`src/rtl/vedic_seq_mul8.sv`:
```
// Sequential OP_W x OP_W multiplier that reuses one 4x4 Vedic core over all nibble pairs.
// Define VEDIC_SEQ_BACK2BACK_EN to let DONE hand off directly to CALC (no bubble cycle).

module vedic2mul (
    input  logic [1:0] a,
    input  logic [1:0] b,
    output logic [3:0] p
);
    logic cross_lo;
    logic cross_hi;
    logic carry;

    always_comb begin
        cross_lo = a[1] & b[0];
        cross_hi = a[0] & b[1];
        carry    = cross_lo & cross_hi;
        p[0]     = a[0] & b[0];
        p[1]     = cross_lo ^ cross_hi;
        p[2]     = (a[1] & b[1]) ^ carry;
        p[3]     = (a[1] & b[1]) & carry;
    end
endmodule

module vedic4mul (
    input  logic [3:0] a,
    input  logic [3:0] b,
    output logic [7:0] p
);
    logic [3:0] q_ll;
    logic [3:0] q_hl;
    logic [3:0] q_lh;
    logic [3:0] q_hh;
    logic [5:0] s_mid;
    logic [3:0] s_top;

    vedic2mul u_ll (.a(a[1:0]), .b(b[1:0]), .p(q_ll));
    vedic2mul u_hl (.a(a[3:2]), .b(b[1:0]), .p(q_hl));
    vedic2mul u_lh (.a(a[1:0]), .b(b[3:2]), .p(q_lh));
    vedic2mul u_hh (.a(a[3:2]), .b(b[3:2]), .p(q_hh));

    // Crosswise partials land at weight 4; s_top cannot overflow since the product fits 8 bits.
    always_comb begin
        s_mid  = {2'b00, q_hl} + {2'b00, q_lh} + {4'b0000, q_ll[3:2]};
        s_top  = q_hh + s_mid[5:2];
        p      = {s_top, s_mid[1:0], q_ll[1:0]};
    end
endmodule

module vedic_seq_mul8 #(
    parameter int unsigned OP_W = 8
) (
    input  logic              clk,
    input  logic              rst_n,
    input  logic              in_valid,
    output logic              in_ready,
    input  logic [OP_W-1:0]   a,
    input  logic [OP_W-1:0]   b,
    output logic              out_valid,
    input  logic              out_ready,
    output logic [2*OP_W-1:0] p,
    output logic              busy
);
    localparam int unsigned NIB   = OP_W / 4;
    localparam int unsigned PAIRS = NIB * NIB;
    localparam int unsigned KW    = (PAIRS > 1) ? $clog2(PAIRS) : 1;
    localparam int unsigned AW    = 2 * OP_W;

    typedef enum logic [1:0] {StIdle, StCalc, StDone} state_e;

    state_e          state_q, state_d;
    logic [OP_W-1:0] ra_q, ra_d;
    logic [OP_W-1:0] rb_q, rb_d;
    logic [AW-1:0]   acc_q, acc_d;
    logic [AW-1:0]   p_q, p_d;
    logic [KW-1:0]   k_q, k_d;

    logic            accept;
    logic            last_pair;
    int unsigned     idx_i;
    int unsigned     idx_j;
    logic [3:0]      nib_a;
    logic [3:0]      nib_b;
    logic [7:0]      prod8;
    logic [AW-1:0]   prod_ext;
    logic [AW-1:0]   sum;

    vedic4mul u_core (.a(nib_a), .b(nib_b), .p(prod8));

    always_ff @(posedge clk or negedge rst_n) begin
        if (!rst_n) begin
            state_q <= StIdle;
            ra_q    <= '0;
            rb_q    <= '0;
            acc_q   <= '0;
            p_q     <= '0;
            k_q     <= '0;
        end else begin
            state_q <= state_d;
            ra_q    <= ra_d;
            rb_q    <= rb_d;
            acc_q   <= acc_d;
            p_q     <= p_d;
            k_q     <= k_d;
        end
    end

    always_comb begin
        idx_i     = 32'(k_q) % NIB;
        idx_j     = 32'(k_q) / NIB;
        nib_a     = ra_q[4*idx_i +: 4];
        nib_b     = rb_q[4*idx_j +: 4];
        prod_ext  = '0;
        prod_ext[7:0] = prod8;
        sum       = acc_q + (prod_ext << (4 * (idx_i + idx_j)));
        last_pair = (k_q == KW'(PAIRS - 1));
        accept    = in_valid & in_ready;
    end

    always_comb begin
        state_d = state_q;
        ra_d    = ra_q;
        rb_d    = rb_q;
        acc_d   = acc_q;
        p_d     = p_q;
        k_d     = k_q;
        unique case (state_q)
            StIdle: begin
                if (accept) begin
                    state_d = StCalc;
                end
            end
            StCalc: begin
                acc_d = sum;
                k_d   = k_q + KW'(1);
                if (last_pair) begin
                    p_d     = sum;
                    state_d = StDone;
                end
            end
            StDone: begin
                if (out_ready) begin
                    state_d = accept ? StCalc : StIdle;
                end
            end
            default: state_d = StIdle;
        endcase
        if (accept) begin
            ra_d  = a;
            rb_d  = b;
            acc_d = '0;
            k_d   = '0;
        end
    end

    always_comb begin
`ifdef VEDIC_SEQ_BACK2BACK_EN
        in_ready  = (state_q == StIdle) | ((state_q == StDone) & out_ready);
`else
        in_ready  = (state_q == StIdle);
`endif
        out_valid = (state_q == StDone);
        busy      = (state_q != StIdle);
        p         = p_q;
    end
endmodule

```
`config.mk`:
```
export PLATFORM = sky130hd
export DESIGN_NAME = vedic_seq_mul8
export DESIGN_NICKNAME = d
export VERILOG_FILES = /design/src/rtl/vedic_seq_mul8.sv
export SDC_FILE = /design/constraint.sdc
export NUM_CORES = 1
export LEC_CHECK = 0
export BUFFER_PORTS_ARGS = -buffer_cell sky130_fd_sc_hd__buf_2
export CORE_MARGIN = 1
export CORE_UTILIZATION = 59
export DETAILED_ROUTE_END_ITERATION = 6
export PLACE_DENSITY = 0.81
export RECOVER_POWER = 100
export SLEW_MARGIN = 15
export SYNTH_ARGS = -nofsm -noshare
export SYNTH_HDL_FRONTEND = slang
export SYNTH_SLANG_ARGS = --single-unit
```
`constraint.sdc`:
```
create_clock -name clk -period 7 [get_ports clk]
set_clock_uncertainty 0.15 [all_clocks]
set_input_delay 0.7 -clock clk [delete_from_list [all_inputs] [get_ports clk]]
set_output_delay 0.7 -clock clk [all_outputs]
set_load 0.03 [all_outputs]
```
==> results <==
- The run finished, with violations left.
- The final reports fail on capacitance limit, slew limit.
- The start-to-end type of the worst setup path is register to register.
- The worst setup slack after layout is 1.23 ns.
- The number of antenna violations at the first check in global routing is 0.
- For this block, the initial DRC count from the detailed router was 136.
- STA puts the critical path data arrival time at 5.83 ns.
- In the final design database the tool counted 458 nets.
- Counting every sink on the clock net gives 52.
- In the synthesized netlist the dominant register cell turns out to be sky130_fd_sc_hd__dfrtp_1.
- Across the run, the number of max-cap violations was 2.
- Counting every instance in the synthesized netlist gives 368.
- The routed design has 6.93 mm of wire.
- The clock transition at the registers of the reported paths is 0.10 ns.
- After floorplanning, the core was divided into 27 placement rows.
- The congestion estimate from routability-driven global placement came to 0.917.
- The die height is 78.7 um.
- In this run the clock root is driven by a sky130_fd_sc_hd__clkbuf_8.
- The first global-routing pass estimated 11.8 mm of wire.
- The number of buffers created by CTS is 5.
- Setup violations remaining at the end of the flow were counted as 0.
- Detailed placement finished with a half-perimeter wire length of 5.25 mm.
- The post-route netlist has 12.4% of its cells at a drive strength greater than 1.
- Along the worst path, the maximum fanout reaches 7.
- The Yosys warning count is 0.
- The initial utilization of the core area, before any placement, comes to 62.2%.
- Of all flip-flops after synthesis, the portion carrying an async set or reset was 100%.
- The clock tree from TritonCTS is built.
- The number of synthesized flops with an enable pin is 0.
- In this run, synthesis produced a sequential element count of 52.
- The net count of the mapped netlist is 425.
- The total number of vias is 2,750.
- The post-CTS resize count is 0.
- In this run the horizontal extent of the chip is 78.7 um.
- The die covers 6190 um2.
- The core region area is 5570 um2.
- The H-tree was split into 2 levels.
- Of the synthesized area, sequential elements account for 37.5%.
- Entering global routing, the biggest net connects 53 pins.
- The leftover overflow at the end of global routing is 0.
- The count of endpoints failing hold in the final timing report is 0.
- The routed design could run at a clock period as short as 5.77 ns.
- Adding up every negative setup slack in the final design gives 0 ns.
- The reg2reg setup slack is 1.23 ns.
- STA classifies the critical path startpoint as a register.
- Setup repair after global routing left no endpoint under its margin.
- The count of final max-slew check failures is 89.
- After detailed routing, the average wire length per cell comes to 14.6 um.
- STA classifies the critical path endpoint as a register.
- The worst max-slew margin expressed relative to the limit is -79.1%.
- The ratio of final minimum period to clock period is 82.4%.
- The via-per-instance ratio is 5.80.
- The netlist area before placement is 3470 um2.
- The number of different library cells in the post-synthesis netlist is 43.
- Timing analysis after detailed placement gives a worst setup slack of 1.30 ns.
- The later-pin clock latency in the skew report is 0.31 ns.
- From synthesis to final layout, the design area changed by 8.08%.
- The transition time at the pin with the least slew margin is 2.69 ns.
- For this design, the CTS-stage hold fixing added 0 buffers.
- The number of global-route vias before repair is 2,692.
- In this run the remaining antenna-violating nets after routing total 0.
- In this run the tool buffered the top-level ports with 38 buffer cells.
- Post-CTS timing repair inserted 0 buffers for setup.
- The maximum clock insertion buffer count is 2.
- The first TritonRoute pass finished after 4 iterations.
- At the worst endpoint, the required time is 7.06 ns.
- The path class of the tightest hold or removal check is register to register.
- The highest attainable clock frequency is 0.173 GHz.
- 39 I/O pins were placed.
- Averaged over all synthesized cells, the footprint is 9.42 um2.
- Across every metal layer, demand over resource in global routing totals 24.3%.
- The residual DRC count is 0.
- The count of antenna diodes in the layout is 0.
==> state kept, by name, summed over array words and instances (netlist names) <==
name	flops
k_q	2
ra_q	8
rb_q	8
acc_q	16
p	16
state_q	2
==> routing by layer <==
metal	routed length, um	up-vias	global-route usage, %	part of all wire (%)
met3	306	10	4.42	4.4
met2	3370	77	41.5	49
met5	0	-	0	0
met4	86	0	5.37	1.2
li1	-	1366	-	-
met1	3170	1297	32.1	46
==> metrics by stage <==
| step | hold WS, ns | area (um2) | utilization, % | instances |
|---|---|---|---|---|
| floorplan | 0.254 | 3470 | - | 368 |
| global route | 0.376 | 3750 | 67.3 | 474 |
| detailed placement | 0.315 | 3690 | 66.3 | 466 |
| CTS | 0.334 | 3780 | 67.8 | 474 |
| finish | 0.331 | 3750 | 67.3 | 474 |
| global placement | 0.306 | 3690 | 66.3 | 466 |
==> cells in the mapped netlist, types with 2 or more instances <==
| master | count | area (um2) |
|---|---|---|
| sky130_fd_sc_hd__dfrtp_1 | 52 | 1300 |
| sky130_fd_sc_hd__nor2_1 | 35 | 131 |
| sky130_fd_sc_hd__ha_1 | 33 | 413 |
| sky130_fd_sc_hd__o21ai_0 | 33 | 165 |
| sky130_fd_sc_hd__nand2_1 | 26 | 97.6 |
| sky130_fd_sc_hd__nand3_1 | 21 | 105 |
| sky130_fd_sc_hd__inv_1 | 19 | 71.3 |
| sky130_fd_sc_hd__a21oi_1 | 18 | 90.1 |
| sky130_fd_sc_hd__mux2_2 | 18 | 203 |
| sky130_fd_sc_hd__xor2_1 | 12 | 105 |
| sky130_fd_sc_hd__clkbuf_1 | 10 | 37.5 |
| sky130_fd_sc_hd__mux2i_1 | 9 | 90.1 |
| sky130_fd_sc_hd__nor3_1 | 8 | 40.0 |
| sky130_fd_sc_hd__a21o_1 | 7 | 52.6 |
| sky130_fd_sc_hd__nand2b_1 | 7 | 43.8 |
| sky130_fd_sc_hd__o21ai_1 | 5 | 25.0 |
| sky130_fd_sc_hd__xnor2_1 | 5 | 43.8 |
| sky130_fd_sc_hd__and3_1 | 4 | 25.0 |
| sky130_fd_sc_hd__fa_1 | 4 | 80.1 |
| sky130_fd_sc_hd__o21a_1 | 4 | 30.0 |
| sky130_fd_sc_hd__a211oi_1 | 3 | 22.5 |
| sky130_fd_sc_hd__nor2b_1 | 3 | 18.8 |
| sky130_fd_sc_hd__o22ai_1 | 3 | 18.8 |
| sky130_fd_sc_hd__a211o_1 | 2 | 17.5 |
| sky130_fd_sc_hd__a21o_2 | 2 | 17.5 |
| sky130_fd_sc_hd__a31oi_1 | 2 | 12.5 |
| sky130_fd_sc_hd__and2_1 | 2 | 12.5 |
| sky130_fd_sc_hd__buf_1 | 2 | 7.51 |
| sky130_fd_sc_hd__clkbuf_8 | 2 | 27.5 |
| sky130_fd_sc_hd__o31ai_1 | 2 | 15.0 |
| sky130_fd_sc_hd__o32ai_1 | 2 | 17.5 |
| sky130_fd_sc_hd__or3_1 | 2 | 12.5 |
==> critical path, stage by stage, from the launching register on <==
cell and delay [ns]:
sky130_fd_sc_hd__dfrtp_1 0.51, sky130_fd_sc_hd__mux2i_1 0.50, sky130_fd_sc_hd__nor2_1 0.10, sky130_fd_sc_hd__ha_1 0.33
sky130_fd_sc_hd__fa_1 0.57, sky130_fd_sc_hd__inv_1 0.07, sky130_fd_sc_hd__fa_1 0.43, sky130_fd_sc_hd__xnor2_1 0.19
sky130_fd_sc_hd__ha_1 0.20, sky130_fd_sc_hd__inv_1 0.06, sky130_fd_sc_hd__fa_1 0.38, sky130_fd_sc_hd__xor2_1 0.25
sky130_fd_sc_hd__nor2_1 0.08, sky130_fd_sc_hd__a21oi_1 0.17, sky130_fd_sc_hd__nor2_1 0.08, sky130_fd_sc_hd__ha_1 0.40
sky130_fd_sc_hd__nand2_1 0.15, sky130_fd_sc_hd__nor2_1 0.10, sky130_fd_sc_hd__o21ai_1 0.10, sky130_fd_sc_hd__a21oi_1 0.21
sky130_fd_sc_hd__o22ai_1 0.13, sky130_fd_sc_hd__xnor3_1 0.35, sky130_fd_sc_hd__o21ai_0 0.17
==> final cells by class <==
type | count | area (um2)
clock inverter | 2 | 13.8
sequential | 52 | 1300
fill | 475 | 1830
clock buffer | 6 | 72.6
tap | 72 | 90.1
inverter | 19 | 71.3
timing repair buffer | 41 | 181
multi-input combinational | 282 | 2020
==> layout by cell type, fill, tap and decap left out, types with 2 or more instances in the layout <==
| cell | Yosys | layout |
|---|---|---|
| sky130_fd_sc_hd__dfrtp_1 | 52 | 52 |
| sky130_fd_sc_hd__clkbuf_1 | 10 | 22 |
| sky130_fd_sc_hd__a21o_1 | 7 | 7 |
| sky130_fd_sc_hd__o21ai_0 | 33 | 35 |
| sky130_fd_sc_hd__buf_2 | 1 | 19 |
| sky130_fd_sc_hd__a21o_2 | 2 | 2 |
| sky130_fd_sc_hd__nand2b_1 | 7 | 7 |
| sky130_fd_sc_hd__mux2_2 | 18 | 18 |
| sky130_fd_sc_hd__xnor2_1 | 5 | 5 |
| sky130_fd_sc_hd__fa_1 | 4 | 4 |
| sky130_fd_sc_hd__mux2i_1 | 9 | 9 |
| sky130_fd_sc_hd__clkbuf_8 | 2 | 5 |
| sky130_fd_sc_hd__inv_1 | 19 | 19 |
| sky130_fd_sc_hd__xor2_1 | 12 | 12 |
| sky130_fd_sc_hd__or3_1 | 2 | 2 |
| sky130_fd_sc_hd__o22ai_1 | 3 | 3 |
| sky130_fd_sc_hd__o31ai_1 | 2 | 2 |
| sky130_fd_sc_hd__a21oi_1 | 18 | 18 |
| sky130_fd_sc_hd__nor3_1 | 8 | 8 |
| sky130_fd_sc_hd__o32ai_1 | 2 | 2 |
| sky130_fd_sc_hd__o21ai_1 | 5 | 3 |
| sky130_fd_sc_hd__a211o_1 | 2 | 2 |
| sky130_fd_sc_hd__nand2_1 | 26 | 26 |
| sky130_fd_sc_hd__nand3_1 | 21 | 21 |
| sky130_fd_sc_hd__a31oi_1 | 2 | 2 |
| sky130_fd_sc_hd__and3_1 | 4 | 4 |
| sky130_fd_sc_hd__o21a_1 | 4 | 4 |
| sky130_fd_sc_hd__a211oi_1 | 3 | 3 |
| sky130_fd_sc_hd__nor2b_1 | 3 | 3 |
| sky130_fd_sc_hd__nor2_1 | 35 | 35 |
| sky130_fd_sc_hd__ha_1 | 33 | 33 |
==> final timing paths <==
path	end	cells past startpoint	start
worst max register to register	p[15]$_DFFE_PN0P_	22	k_q[0]$_DFFE_PN0P_
worst min-delay path	p[13]$_DFFE_PN0P_	2	p[13]$_DFFE_PN0P_
min in group asynchronous	p[8]$_DFFE_PN0P_	2	rst_n
worst min register to register	p[13]$_DFFE_PN0P_	2	p[13]$_DFFE_PN0P_
worst max-delay path	p[15]$_DFFE_PN0P_	22	k_q[0]$_DFFE_PN0P_
max in group asynchronous	ra_q[2]$_DFFE_PN0P_	2	rst_n
==> cells by family after synthesis <==
logic type / after synthesis / share of synthesized area (%)
AND/OR/NAND/NOR: 113 / 15.5
AO/OA/AOI/OAI: 87 / 15.1
buffers and inverters: 34 / 4.29
flip-flops: 52 / 37.5
adder cells (fa/ha/maj): 37 / 14.2
XOR/XNOR: 18 / 4.94
multiplexers: 27 / 8.44
Power is not shown: default switching activity piles up to over one toggle a cycle in this logic, so the estimate is an artifact.
